### src/rtl/ceespu_fetch.sv
// ceespu instruction-fetch stage: issues the PC to the 1-cycle instruction memory and
// collects {instr, pc} in a 2-entry skid FIFO for decode, generating the PC-stage stall.
module ceespu_fetch #(
    parameter int ADDR_W  = 14,
    parameter int INSTR_W = 32
) (
    input  logic               I_clk,
    input  logic               I_rst,
    input  logic [ADDR_W-1:0]  I_pc,
    input  logic               I_branch,
    input  logic               I_stall,
    output logic [ADDR_W-1:0]  O_imem_addr,
    output logic               O_imem_en,
    input  logic [INSTR_W-1:0] I_imem_data,
    output logic [INSTR_W-1:0] O_instr,
    output logic [ADDR_W-1:0]  O_instr_pc,
    output logic               O_valid,
    output logic               O_stall_pc
);

    logic               started_q, started_d;
    logic               inflight_v_q, inflight_v_d;
    logic [ADDR_W-1:0]  inflight_pc_q, inflight_pc_d;
    logic [1:0]         count_q, count_d;
    logic               rd_ptr_q, rd_ptr_d;
    logic               wr_ptr_q, wr_ptr_d;
    logic [INSTR_W-1:0] fifo_instr_q [2];
    logic [ADDR_W-1:0]  fifo_pc_q    [2];

    logic               pop;
    logic               push;
    logic               issue;
    logic [2:0]         occupancy;

    // Occupancy after this cycle's pop, counting the word already in flight.
    assign O_valid   = (count_q != 2'd0);
    assign pop       = O_valid & ~I_stall & ~I_branch;
    assign push      = inflight_v_q & ~I_branch;
    assign occupancy = {1'b0, count_q} + {2'b00, inflight_v_q} - {2'b00, pop};
    assign issue     = started_q & ~I_branch & (occupancy <= 3'd1);

    assign O_imem_addr = I_pc;
    assign O_imem_en   = issue;
    assign O_stall_pc  = started_q & ~I_branch & ~issue;

    assign O_instr    = fifo_instr_q[rd_ptr_q];
    assign O_instr_pc = fifo_pc_q[rd_ptr_q];

    // NOTE: every next-state signal gets a default at the top so no path leaves it unassigned (no latch).
    always_comb begin
        started_d     = 1'b1;
        inflight_v_d  = issue;
        inflight_pc_d = issue ? I_pc : inflight_pc_q;
        count_d       = count_q;
        rd_ptr_d      = rd_ptr_q;
        wr_ptr_d      = wr_ptr_q;
        if (I_branch) begin
            count_d  = 2'd0;
            rd_ptr_d = 1'b0;
            wr_ptr_d = 1'b0;
        end else begin
            if (push) wr_ptr_d = ~wr_ptr_q;
            if (pop)  rd_ptr_d = ~rd_ptr_q;
            case ({push, pop})
                2'b10:   count_d = count_q + 2'd1;
                2'b01:   count_d = count_q - 2'd1;
                default: count_d = count_q;
            endcase
        end
    end

    // NOTE: sequential state uses non-blocking assignments so all registers update from pre-edge values.
    always_ff @(posedge I_clk or posedge I_rst) begin
        if (I_rst) begin
            started_q     <= 1'b0;
            inflight_v_q  <= 1'b0;
            inflight_pc_q <= '0;
            count_q       <= 2'd0;
            rd_ptr_q      <= 1'b0;
            wr_ptr_q      <= 1'b0;
        end else begin
            started_q     <= started_d;
            inflight_v_q  <= inflight_v_d;
            inflight_pc_q <= inflight_pc_d;
            count_q       <= count_d;
            rd_ptr_q      <= rd_ptr_d;
            wr_ptr_q      <= wr_ptr_d;
        end
    end

    // NOTE: the FIFO storage is reset because O_instr/O_instr_pc read it directly and must be 0 in reset.
    always_ff @(posedge I_clk or posedge I_rst) begin
        if (I_rst) begin
            for (int i = 0; i < 2; i++) begin
                fifo_instr_q[i] <= '0;
                fifo_pc_q[i]    <= '0;
            end
        end else if (push) begin
            fifo_instr_q[wr_ptr_q] <= I_imem_data;
            fifo_pc_q[wr_ptr_q]    <= inflight_pc_q;
        end
    end

    // The issue rule must never let a returning word land in a full FIFO.
    a_no_push_when_full : assert property (
        @(posedge I_clk) disable iff (I_rst) !(push && count_q == 2'd2)
    );

endmodule

### config.mk
export PLATFORM = sky130hd
export DESIGN_NAME = ceespu_fetch
export DESIGN_NICKNAME = d
export VERILOG_FILES = /design/src/rtl/ceespu_fetch.sv
export SDC_FILE = /design/constraint.sdc
export NUM_CORES = 1
export LEC_CHECK = 0
export CAP_MARGIN = 0
export CORE_MARGIN = 2
export CORE_UTILIZATION = 50
export DETAILED_ROUTE_END_ITERATION = 7
export GPL_TIMING_DRIVEN = 0
export HOLD_SLACK_MARGIN = 0.08
export PLACE_DENSITY_LB_ADDON = 0.15
export SYNTH_ARGS = -nofsm -noshare
export SYNTH_HDL_FRONTEND = slang
export SYNTH_SLANG_ARGS = --single-unit
### constraint.sdc
create_clock -name I_clk -period 4.5 [get_ports I_clk]
set_input_delay 0.9 -clock I_clk [delete_from_list [all_inputs] [get_ports I_clk]]
set_output_delay 0.9 -clock I_clk [all_outputs]
set_load 0.02 [all_outputs]
# Word-level counts from Yosys, hierarchy flattened
# Cells that the tools add are included.
dict set report totals {
  in_bits 50
  output_inout_bits 63
  elab_cells 56
  ff_bits 112
}
dict set report op_classes {
  n_reduce_logical 5
  bitwise 13
  mux 18
  n_eq_ne 2
  magnitude_cmp 4
  addsub 4
}
# cell n
set op_table {}
lappend op_table {{two-way mux 32 bit} 4}
lappend op_table {{bitwise mux 64 bit} 1}
lappend op_table {{two-way mux 14 bit} 4}
lappend op_table {{demux 32 bit (select 1 bit)} 1}
lappend op_table {{bitwise mux 28 bit} 1}
lappend op_table {{demux 14 bit (select 1 bit)} 1}
lappend op_table {{AND 1 bit} 6}
lappend op_table {{nonzero test 2 bit} 3}
lappend op_table {{inverter 1 bit} 5}
lappend op_table {{>= comparator 2 bit, second input constant} 2}
lappend op_table {{two-way mux 1 bit} 4}
lappend op_table {{inverter 1 -> 2 bit} 2}
lappend op_table {{case mux 2 bit (2 select lines)} 1}
lappend op_table {{adder 2 x 1 -> 3 bit} 1}
lappend op_table {{less-or-equal comparator 3 x 1 -> 1 bit, second input constant} 1}
lappend op_table {{nonzero test 3 bit} 1}
lappend op_table {{subtractor 3 x 1 -> 3 bit} 1}
lappend op_table {{adder 2 x 1 -> 2 bit, second input constant} 1}
lappend op_table {{equality test 2 x 1 -> 1 bit, second input constant} 1}
lappend op_table {{equality test 2 bit, second input constant} 1}
lappend op_table {{< comparator 2 x 1 -> 1 bit, second input constant} 1}
lappend op_table {{two-way mux 2 bit} 1}
lappend op_table {{subtractor 2 x 1 -> 2 bit, second input constant} 1}
lappend op_table {{logical AND 1 bit} 1}

# Logic depth before layout (Yosys ltp)
dict set report depth {
  word_depth 8
  depth_mapped 12
  depth_no_buf 10
}

# Worst setup path before layout
# OpenSTA, ideal clock, no wires.
dict set report synth_path {
  path_type {input port to output port}
  start {in I_stall}
  end {out O_imem_en}
  t_arrival_ps 2594
  stages 11
  required_ps 3600
  n_path_buf 2
  setup_slack_ps 1006
  cell_sequence {o21bai_1 > nor2_1 > ha_1 > inv_1 > ha_1 > inv_1 > fa_1 > xnor2_1 > and4b_1 > buf_6 > buf_12}
}
dict set report synth_between {
  elab_chain_cells 6
}
# element line_no
set synth_rtl {}
lappend synth_rtl {{start, declared} 11} ;# input logic I_stall,
lappend synth_rtl {{inverter 1 bit} 37} ;# assign pop = O_valid & ~I_stall & ~I_branch;
lappend synth_rtl {{AND 1 bit (2 in series)} 37}
lappend synth_rtl {{subtractor 3 x 1 -> 3 bit} 39} ;# assign occupancy = {1'b0, count_q} + {2'b00, inflight_v_q} - {2'b00, pop};
lappend synth_rtl {{less-or-equal comparator 3 x 1 -> 1 bit} 40} ;# assign issue = started_q & ~I_branch & (occupancy <= 3'd1);
lappend synth_rtl {{AND 1 bit} 40}
lappend synth_rtl {{end, declared} 13} ;# output logic O_imem_en,
# Every way passes these cells.

# Worst setup path in the final report
dict set report layout_path {
  start {in I_branch}
  end {out O_imem_en}
}
dict set report layout_between {
  elab_chain_cells 5
  word_cells_on_any_way 6
  cone_classes {add/sub: 1; order compare: 1; bitwise: 4}
}
# element line_no
set layout_rtl {}
lappend layout_rtl {{start, declared} 10} ;# input logic I_branch,
lappend layout_rtl {{inverter 1 bit *} {37, 40}}
lappend layout_rtl {{AND 1 bit} 37}
lappend layout_rtl {{subtractor 3 x 1 -> 3 bit} 39}
lappend layout_rtl {{less-or-equal comparator 3 x 1 -> 1 bit} 40}
lappend layout_rtl {{AND 1 bit *} 40}
# Mark *: on every way between the ends. The rest lies on a longest branch, timed or not.

==> results.cfg <==
[run_status]
status = finished clean

[drt]
viasPerCell = 5.08
top_layer_used = met4
drcViolationCount = 0
wl_met3_um = 339
ant_nets = 0
met1_length_um = 4230
route.final.wire_length_um = 9510
vias = 2974
route.met2.wl_um = 4810
drt-pass1-iter-count = 4
drt_iter0_markers = 45
wl_per_cell_um = 16.2

[cts]
cts_hold_buf = 0
cts_setup_buffers = 0
cts_tree = done
cts_max_level = 3
cts_root_buf = clkbuf_8
clkLatencyLatePin_ps = 360
clock_sinks = 112
clk_path_buf_depth = 2
clkTransAtPathRegs_ps = 90
cts_buffers = 9

[logic_synthesis]
netlist.area_leader.share = 0.564
synth_edf_count = 0
synth.largest_area_cell = dfrtp_1
synth_area_per_cell_sq_um = 15.3
syn_nets = 377
synthFlopType = dfrtp_1
synthArstFlopShare = 1.00
synthDistinctLibCells = 27
synthTopCellsByArea = dfrtp_1, mux2_2, mux2_4
ys_ff_latch = 112
syn_inst = 324
yosys_warnings = 0
syn_area_sq_um = 4970
ys_seq_area_frac = 0.564

[floorplanning]
start_util = 0.511
core_area_sq_um = 9730
io_pins = 113
die_h_um = 104
die_w_um = 104
die-area_sq_um = 10800
rows = 36

[power_and_ir_drop]
p_comb_frac = 0.350
power_frac_clock = 0.186
p_int_mw = 2.22
power_switching_mw = 0.921
power.density_nw_per_um2 = 485
totalPowerFinal_mw = 3.14
swShare = 0.293
power.share.sequential = 0.464
peakVddDrop_v = 0.000218
leakage_nw = 2.83

[setup_path]
endpoint_kind = output port
slowest_delay_ps = 610
cp_cell_sequence = clkdlybuf4s50_1 -> nor2_1 -> ha_1 -> inv_1 -> ha_1 -> inv_1 -> fa_1 -> xnor2_1 -> and4b_1 -> buf_6 -> buf_12 -> clkbuf_2
start_kind = input port
cp.arrival_ps = 3340
cp_max_fo = 11
crit_path_top_delay_cell = clkdlybuf4s50_1
crit_type = input port to output port
crit_required_ps = 3600

[sta]
layout_min_cycle_time_ps = 4240
whs_ps = 508
fin_setup_tns_ps = 0
rsz0062_at_grt = no
fin_crit_sh = 0.943
max_clock_freq_ghz = 0.236
drv_slew = 0
setup_viol = 0
skew_ps = 9.72
slew_headroom = 0.573
finalHoldViolations = 0
tightest_slew_ps = 640

[place]
place_congestion = 0.730
io_buffers = 112
place_hpwl_um = 6590

[final_layout]
fin_nets = 501
n_antenna_cell = 0
drive_gt1_frac = 0.444
area_growth_pct = 30.3
utilization = 0.666

[run]
drv_cap = 0

[global_routing]
grt_max_degree = 69
grt_pass1_wl_um = 16000
grt_overflow = 0
grt_usage = 0.186
grt_pass1_vias = 3184
antenna_found_initial = 0

[hold_path]
hold_path_class = flip-flop to flip-flop
-- cells by family (layout without fill, tap and decap cells) --
family          count (synthesis)  in the layout  synth area share
other cells                     1              1          0.000754
simple gates                   12             12            0.0166
fa+ha+maj                       3              3           0.00906
xor+xnor                        3              3           0.00529
compound gates                  6              6           0.00730
flops                         112            112             0.564
mux                           153            153             0.353
buf+inv                        34            163            0.0440
-- flip-flops by register name, indices dropped and copies added, names as in the netlist --
signal / count
count_q: 2
fifo_instr_q: 64
fifo_pc_q: 28
inflight_pc_q: 14
inflight_v_q: 1
rd_ptr_q: 1
started_q: 1
wr_ptr_q: 1
-- layout make-up --
class | count | area [sq um]
fill | 763 | 3250
sequential | 112 | 2800
multi-input combinational | 178 | 1950
timing repair buffer | 113 | 1150
buffer | 30 | 204
tap | 133 | 166
clock buffer | 11 | 131
clock inverter | 5 | 57.6
inverter | 4 | 17.5
-- placed cells by master, fill, tap and decap left out, types with 2 or more instances in the layout --
cell,n
buf_4,14
inv_1,3
buf_2,12
clkinvlp_4,3
a21oi_1,3
nor2_1,3
clkbuf_8,9
nand2b_1,2
mux2_2,143
clkbuf_1,4
mux2_4,9
clkdlybuf4s50_1,109
ha_1,2
or2_2,2
xnor2_1,2
dlymetal6s2s_1,2
dfrtp_1,112
-- worst max-delay path, delay by kind of cell --
family,cells,cell delay [ps]
XOR/XNOR,1,170
adder cells (fa/ha/maj),3,760
buffers and inverters,6,1180
AND/OR/NAND/NOR,2,320
-- power by group through the flow --
stage / sequential (mW) / combinational [mW] / clock, mW
finish: 1.46 / 1.10 / 0.584
global route: 1.50 / 1.17 / 0.640
CTS: 1.46 / 1.12 / 0.601
detailed placement: 1.48 / 1.11 / 0
global placement: 1.45 / 1.08 / 0
floorplan: 1.43 / 0.700 / 0
-- final timing paths --
check	start	to	slack, ps	cells after the start
min in group asynchronous	I_rst	fifo_instr_q[40]	950	2
min	fifo_instr_q[26]	fifo_instr_q[26]	510	1
max reg2reg	count_q[1]	inflight_pc_q[4]	1740	12
min reg2reg	fifo_instr_q[26]	fifo_instr_q[26]	510	1
max	I_branch	O_imem_en	260	12
max in group asynchronous	I_rst	fifo_pc_q[1]	2820	3
-- through the flow --
stage,setup WS [ps],area (sq um),cells
2_1_floorplan,641,4970,324
3_3_place_gp,-896,6260,569
3_5_place_dp,-274,6290,570
4_1_cts,18.0,6480,586
5_1_grt,63.5,6480,586
6_report,257,6480,586
-- synthesized netlist by cell type, types with 2 or more instances --
| cell | n |
|---|---|
| mux2_2 | 143 |
| dfrtp_1 | 112 |
| buf_4 | 14 |
| buf_2 | 12 |
| mux2_4 | 9 |
| inv_1 | 4 |
| a21oi_1 | 3 |
| nor2_1 | 3 |
| clkbuf_1 | 2 |
| ha_1 | 2 |
| nand2b_1 | 2 |
| or2_2 | 2 |
| xnor2_1 | 2 |
-- per-layer routing --
metal | track usage | vias to the layer above
met5 | 0 | -
li1 | - | 1381
met3 | 0.0371 | 10
met2 | 0.318 | 66
met1 | 0.238 | 1517
met4 | 0.0608 | 0
-- timing repair --
item / CTS / global route
hold endpoints to repair: 0 / 0
pin swaps: 0 / 0
gates resized for setup: 2 / 3
setup endpoints to repair: 1 / 2
(Power assumes the default switching activity.)
